[src/rtl/text_pixel_renderer.sv]
// text_pixel_renderer: 80x30 text-mode pixel pipeline (text buffer -> char ROM -> RGB444).
// Fixed 3-cycle latency from pixel coordinates/syncs to rgb/hsync_out/vsync_out.
// Optional blinking underline cursor is enabled by defining the CURSOR_EN macro.
module text_pixel_renderer #(
  parameter int unsigned COLS         = 80,
  parameter int unsigned ROWS         = 30,
  parameter logic [11:0] FG_COLOR     = 12'hFFF,
  parameter logic [11:0] BG_COLOR     = 12'h000
`ifdef CURSOR_EN
  ,
  parameter int unsigned BLINK_FRAMES = 30
`endif
) (
  input  logic        clk,
  input  logic        rst,
  input  logic [9:0]  pixel_x,
  input  logic [9:0]  pixel_y,
  input  logic        video_on,
  input  logic        hsync_in,
  input  logic        vsync_in,
`ifdef CURSOR_EN
  input  logic [6:0]  cursor_col,
  input  logic [4:0]  cursor_row,
`endif
  output logic [11:0] tbuf_addr,
  input  logic [7:0]  tbuf_data,
  output logic [10:0] rom_addr,
  input  logic [7:0]  rom_data,
  output logic [11:0] rgb,
  output logic        hsync_out,
  output logic        vsync_out
);

  localparam int unsigned ADDR_W  = 12;
  localparam int unsigned COORD_W = 10;
  localparam logic [ADDR_W-1:0]  COLS_A  = ADDR_W'(COLS);
  localparam logic [COORD_W-1:0] X_LIMIT = COORD_W'(COLS * 8);
  localparam logic [COORD_W-1:0] Y_LIMIT = COORD_W'(ROWS * 16);

  logic       in_area_c;

  logic [2:0] x_bit_s1;
  logic [3:0] y_line_s1;
  logic       video_on_s1, in_area_s1, hsync_s1, vsync_s1;

  logic [7:0] pattern_s2;
  logic       inverse_s2;
  logic [2:0] x_bit_s2;
  logic       video_on_s2, in_area_s2, hsync_s2, vsync_s2;

  logic       pix_c;
  logic       cursor_hit_c;
  logic [11:0] rgb_c;

  // Stage 0: cell address from coordinates; outside the text area the address is parked at 0
  always_comb begin
    in_area_c = (pixel_x < X_LIMIT) && (pixel_y < Y_LIMIT);
    tbuf_addr = '0;
    if (in_area_c) begin
      tbuf_addr = ADDR_W'(pixel_y[8:4]) * COLS_A + ADDR_W'(pixel_x[9:3]);
    end
  end

  // Stage 0 -> 1 register: in-cell position, area flag and video/sync controls
  always_ff @(posedge clk or posedge rst) begin
    if (rst) begin
      x_bit_s1    <= '0;
      y_line_s1   <= '0;
      video_on_s1 <= 1'b0;
      in_area_s1  <= 1'b0;
      hsync_s1    <= 1'b1;
      vsync_s1    <= 1'b1;
    end else begin
      x_bit_s1    <= pixel_x[2:0];
      y_line_s1   <= pixel_y[3:0];
      video_on_s1 <= video_on;
      in_area_s1  <= in_area_c;
      hsync_s1    <= hsync_in;
      vsync_s1    <= vsync_in;
    end
  end

  // Stage 1: glyph row address; attribute bit 7 is kept out of the ROM address
  always_comb begin
    rom_addr = {tbuf_data[6:0], y_line_s1};
  end

  // Stage 1 -> 2 register: glyph pattern, inverse attribute and controls
  always_ff @(posedge clk or posedge rst) begin
    if (rst) begin
      pattern_s2  <= '0;
      inverse_s2  <= 1'b0;
      x_bit_s2    <= '0;
      video_on_s2 <= 1'b0;
      in_area_s2  <= 1'b0;
      hsync_s2    <= 1'b1;
      vsync_s2    <= 1'b1;
    end else begin
      pattern_s2  <= rom_data;
      inverse_s2  <= tbuf_data[7];
      x_bit_s2    <= x_bit_s1;
      video_on_s2 <= video_on_s1;
      in_area_s2  <= in_area_s1;
      hsync_s2    <= hsync_s1;
      vsync_s2    <= vsync_s1;
    end
  end

`ifdef CURSOR_EN
  localparam int unsigned BLINK_W = (BLINK_FRAMES > 1) ? $clog2(BLINK_FRAMES) : 1;

  logic [BLINK_W-1:0] frame_cnt;
  logic               blink_phase;
  logic               vsync_prev;
  logic [6:0]         col_s1, col_s2;
  logic [4:0]         row_s1, row_s2;
  logic [3:0]         y_line_s2;

  // Frame counter advanced on vsync_in falling edges; toggles blink phase on wrap
  always_ff @(posedge clk or posedge rst) begin
    if (rst) begin
      vsync_prev  <= 1'b1;
      frame_cnt   <= '0;
      blink_phase <= 1'b0;
    end else begin
      vsync_prev <= vsync_in;
      if (vsync_prev && !vsync_in) begin
        if (frame_cnt == BLINK_W'(BLINK_FRAMES - 1)) begin
          frame_cnt   <= '0;
          blink_phase <= ~blink_phase;
        end else begin
          frame_cnt <= BLINK_W'(frame_cnt + 1'b1);
        end
      end
    end
  end

  // Cell coordinates and glyph line carried alongside the pixel for the cursor match
  always_ff @(posedge clk or posedge rst) begin
    if (rst) begin
      col_s1    <= '0;
      row_s1    <= '0;
      col_s2    <= '0;
      row_s2    <= '0;
      y_line_s2 <= '0;
    end else begin
      col_s1    <= pixel_x[9:3];
      row_s1    <= pixel_y[8:4];
      col_s2    <= col_s1;
      row_s2    <= row_s1;
      y_line_s2 <= y_line_s1;
    end
  end

  // Cursor is an underline on glyph lines 14 and 15 during the visible blink phase
  always_comb begin
    cursor_hit_c = blink_phase && (col_s2 == cursor_col) && (row_s2 == cursor_row)
                   && (y_line_s2[3:1] == 3'b111);
  end
`else
  // No cursor in this build
  always_comb begin
    cursor_hit_c = 1'b0;
  end
`endif

  // Stage 2: select the glyph bit (bit 7 is leftmost), apply attribute and cursor, pick colour
  always_comb begin
    pix_c = pattern_s2[~x_bit_s2] ^ inverse_s2 ^ cursor_hit_c;
    rgb_c = 12'h000;
    if (video_on_s2) begin
      if (!in_area_s2) begin
        rgb_c = BG_COLOR;
      end else begin
        rgb_c = pix_c ? FG_COLOR : BG_COLOR;
      end
    end
  end

  // Output register: colour and syncs leave aligned after the third flop
  always_ff @(posedge clk or posedge rst) begin
    if (rst) begin
      rgb       <= 12'h000;
      hsync_out <= 1'b1;
      vsync_out <= 1'b1;
    end else begin
      rgb       <= rgb_c;
      hsync_out <= hsync_s2;
      vsync_out <= vsync_s2;
    end
  end

endmodule

[config.mk]
export PLATFORM = sky130hd
export DESIGN_NAME = text_pixel_renderer
export DESIGN_NICKNAME = d
export VERILOG_FILES = /design/src/rtl/text_pixel_renderer.sv
export SDC_FILE = /design/constraint.sdc
export NUM_CORES = 1
export LEC_CHECK = 0
export BUFFER_PORTS_ARGS = -buffer_cell sky130_fd_sc_hd__buf_2
export CELL_PAD_IN_SITES_DETAIL_PLACEMENT = 1
export CELL_PAD_IN_SITES_GLOBAL_PLACEMENT = 2
export CORE_ASPECT_RATIO = 2
export CORE_UTILIZATION = 29
export CTS_BUF_LIST = sky130_fd_sc_hd__clkbuf_2 sky130_fd_sc_hd__clkbuf_4 sky130_fd_sc_hd__clkbuf_8
export DETAILED_ROUTE_END_ITERATION = 10
export HOLD_SLACK_MARGIN = 0.15
export PLACE_DENSITY_LB_ADDON = 0.1
export SETUP_SLACK_MARGIN = 0.5
export SLEW_MARGIN = 10
export SYNTH_ARGS = -nofsm -noshare
export SYNTH_HDL_FRONTEND = slang
export SYNTH_SLANG_ARGS = --single-unit
[constraint.sdc]
create_clock -name clk -period 6.4 [get_ports clk]
set_input_delay 1.28 -clock clk [delete_from_list [all_inputs] [get_ports clk]]
set_output_delay 1.28 -clock clk [all_outputs]
set_load 0.05 [all_outputs]
Word level (Yosys, flattened, before mapping). Cells that the tools add are included.

Register bits after elaboration: 41. Input bits: 41.

Bitwise gates (word level): 2. Muxes and demuxes: 6. Reductions and logical operators: 1. Multipliers: 1. $add $sub $neg: 1. Order comparisons: 3.

Operator list (number): two-way mux 12 bit (4); adder 12 x 7 -> 12 bit (1); < comparator 10 bit, second input constant (1); < comparator 10 x 9 -> 1 bit, second input constant (1); multiplier 5 x 3 -> 8 bit, second input constant (1); < comparator 3 x 4 -> 1 bit, second input constant (1); binary-select mux 1 bit (select 3 bit) (1); NOT 3 bit (1); logical AND 1 bit (1); two-way mux 1 bit (1); XOR 1 bit (1).

Depth between registers and ports, before layout.
Depth in word-level cells: 7. Depth in mapped cells: 8. Mapped depth without buffers: 8.

Least setup slack after synthesis. No wires, ideal clock.

Path type: input to output. From: in pixel_y[5]. To: out tbuf_addr[10]. Stages: 8. Path slack: 1.493 ns. Arrival: 3.627 ns. Cell sequence: ha_1 ha_1 inv_1 fa_1 nor2b_1 o211ai_1 or2_2 mux2i_1.

Longest elaborated chain between the ends: 3.

Ends and longest elaborated chain: start, declared (line 17) `input logic [9:0] pixel_y,`; multiplier 5 x 3 -> 8 bit / < comparator 10 x 9 -> 1 bit (equally long branches) (line 60, 57); adder 12 x 7 -> 12 bit / logical AND 1 bit (equally long branches) (line 60, 57); two-way mux 12 bit (*) (line 59) `if (in_area_c) begin`; end, declared (line 25) `output logic [11:0] tbuf_addr,`.

Every way passes the cells marked *; elsewhere a longest branch is shown, timed or not.

Final worst setup path. Same ends and word-level chain as after synthesis.

==> impl_metrics.ini <==
[die]
io_pins = 78
die_w_microns = 50.8
start_util = 0.300
die_height_microns = 99.5
die-area_sq_mm = 0.00505
core_area_sq_mm = 0.00460
rows = 35

[global_routing]
grt_max_degree = 31
grt_usage = 0.134
grt_pass1_wl_mm = 4.85
first_global_vias = 1123
antenna_found_initial = 0
grt_overflow = 0

[worst_hold_path]
holdCritPathClass = register to register
holdCritStartpoint = x_bit_s1[1]$_DFF_PP0_
hold_end = x_bit_s2[1]$_DFF_PP0_
holdPathStages = 0

[synth]
synthMuxAreaShare = 0.0526
ys_ff_latch = 30
synth_edf_count = 0
ys.warnings.count = 0
synth_cell_types = 23
syn_area_per_cell_sq_um = 12.8
synth_xor_area_frac = 0.0381
async_flop_share = 1.00
synth_area_sq_mm = 0.00138
synth_fp_nets = 160
synth_top_family_by_area = buffers and inverters
ys_seq_area_frac = 0.550
synth_ff_type = dfrtp_1
synth-compound-area-share = 0.0454
syn_inst = 108
synth_fa_ha_area_frac = 0.111
synth_simple_gate_area_share = 0.0835

[cells_and_area]
multiInputGateArea_sq_um = 455
n_fill_cell = 536
area_delta_synth_final_pct = 25.0
nets = 212
drive_gt1_frac = 0.484
regArea_sq_um = 758
diodes = 0

[timing]
slew_violations = 0
fmax_ghz = 0.209
post-route-min-period_ns = 4.78
rsz0062_at_grt = no
finalWorstSetupSlack_ns = 1.62
setup_violations = 0
clock_skew_ns = 0.00594
finalCritPeriodShare = 0.747
fin_tns_setup_ns = 0
hold_violations = 0
tightest_slew_ns = 1.02
slew_headroom = 0.317

[routing]
drt-total-wl_mm = 3.05
wl_per_cell_microns = 14.1
highest-signal-layer = met4
wl_met1_microns = 844
vias = 992
ant_nets = 0
drc_errors = 0
first_pass_iters = 4
drtIter0Drc = 5
wl_met3_microns = 128
vias_per_cell = 4.59
met2_wirelength_mm = 2.03

[placement]
detailed_place_hpwl_mm = 2.55
place_ws_ns = 1.63
place.gp.congestion = 0.719
io_buffers = 63

[clock_tree]
clk_pin_slew_worst_paths_ns = 0.06
cts_setup_buffers = 0
numCtsBuffers = 5
clock-root-buffer = clkbuf_8
cts_resized = 0
cts_tree = yes
cts_sinks = 30
cts_max_path_buffers = 2
ctsHoldBuffers = 0
clkLatencyLatePin_ns = 0.27
htreeDepth = 2

[worst_setup_path]
cp.arrival_ns = 3.50
crit_start = pixel_y[5]
r2r_setup_slack_ns = 4.87
crit_path_end_kind = output pin
crit_type = primary input to output pin
reg2reg_to = rgb[10]$_DFF_PP0_
cp_max_fo = 4
r2r.worst_path.cells = 4
required_ns = 5.12
cp-start-kind = primary input
r2r_start = x_bit_s2[0]$_DFF_PP0_

[power_and_ir_drop]
p_sw_frac = 0.307
p_leak_nw = 0.935
pwr-share-seq = 0.434
pwr-share-clk = 0.329
intPower_mw = 0.326
power_switching_mw = 0.145
p_comb_frac = 0.237
ir_worst_vdd_v = 0.000160
power_density_mw_per_mm2 = 273

[flow_run]
maxCapViolCount = 0

[status]
outcome = completed
cell families after synthesis:
family                   Yosys count
AO/OA/AOI/OAI                     10
flip-flops                        30
adder cells (fa/ha/maj)           11
XOR/XNOR                           6
multiplexers                       4
AND/OR/NAND/NOR                   21
buffers and inverters             26
cell usage after synthesis, drive strengths merged, types with 2 or more instances:
cell type / instances / area share
nand2: 2 / 0.0054
nor2: 5 / 0.014
xnor2: 3 / 0.019
a21o: 2 / 0.011
dfstp: 6 / 0.11
dfrtp: 24 / 0.44
mux2i: 2 / 0.015
xor2: 3 / 0.019
nor2b: 4 / 0.018
o21ai: 4 / 0.015
fa: 2 / 0.029
mux4: 2 / 0.038
inv: 8 / 0.022
ha: 9 / 0.082
and3: 7 / 0.032
buf: 18 / 0.098
worst max path at each step:
stage | end | slack [ns] | cells after the start
after floorplan | tbuf_addr[10] | 1.49 | 8
after global placement | tbuf_addr[10] | 1.66 | 10
after detailed placement | tbuf_addr[10] | 1.63 | 10
after CTS | tbuf_addr[10] | 1.62 | 10
after global routing | tbuf_addr[10] | 1.46 | 10
final | tbuf_addr[10] | 1.62 | 10
layer usage:
layer,vias to the layer above,global-route usage
met1,491,0.0956
li1,445,-
met3,4,0.0199
met4,0,0.0855
met2,52,0.286
met5,-,0
worst max-delay path, cell delays in order:
cell and delay, ns:
buf_2 0.13, ha_1 0.30, ha_1 0.21, inv_1 0.07
fa_1 0.45, nor2b_1 0.22, o211ai_1 0.14, or2_2 0.29
mux2i_1 0.13, buf_2 0.28
final cells by class:
cell class | count | share of cell area
Clock inverter | 1 | 0.00290
Tap cell | 55 | 0.0399
Clock buffer | 7 | 0.0523
Multi-Input combinational cell | 52 | 0.264
Sequential cell | 30 | 0.440
Timing Repair Buffer | 63 | 0.183
Inverter | 8 | 0.0174
state kept, by name, summed over array words and instances, names as in the netlist:
register	cells
pattern_s2	8
y_line_s1	4
x_bit_s1	3
x_bit_s2	3
hsync_out	1
hsync_s1	1
hsync_s2	1
in_area_s1	1
in_area_s2	1
inverse_s2	1
rgb	1
video_on_s1	1
video_on_s2	1
vsync_out	1
vsync_s1	1
vsync_s2	1
per-stage QoR:
stage / utilization / area (sq um) / std cells / hold WS, ns / total power, mW
after floorplan: - / 1380 / 108 / 0.331 / 0.303
after CTS: 0.375 / 1720 / 216 / 0.342 / 0.480
final: 0.375 / 1720 / 216 / 0.342 / 0.471
after detailed placement: 0.354 / 1630 / 208 / 0.336 / 0.321
after global placement: 0.354 / 1630 / 208 / 0.334 / 0.319
after global routing: 0.375 / 1720 / 216 / 0.354 / 0.495
power by group through the flow:
stage	Sequential, mW	Clock, mW	Combinational (mW)
2_1_floorplan	0.215	0	0.0875
3_3_place_gp	0.207	0	0.112
5_1_grt	0.205	0.170	0.120
6_report	0.204	0.155	0.111
3_5_place_dp	0.208	0	0.113
4_1_cts	0.204	0.162	0.113
cell usage in the layout, fill, tap and decap left out, types with 3 or more instances in the layout:
| cell | instances |
|---|---|
| ha_1 | 9 |
| and3_1 | 7 |
| nor2b_1 | 4 |
| inv_1 | 7 |
| clkbuf_8 | 6 |
| dfrtp_1 | 24 |
| dfstp_2 | 6 |
| o21ai_0 | 4 |
| nor2_1 | 5 |
| xnor2_1 | 3 |
| xor2_1 | 3 |
| buf_2 | 63 |
Note: power is estimated with default switching activity, not from simulation.
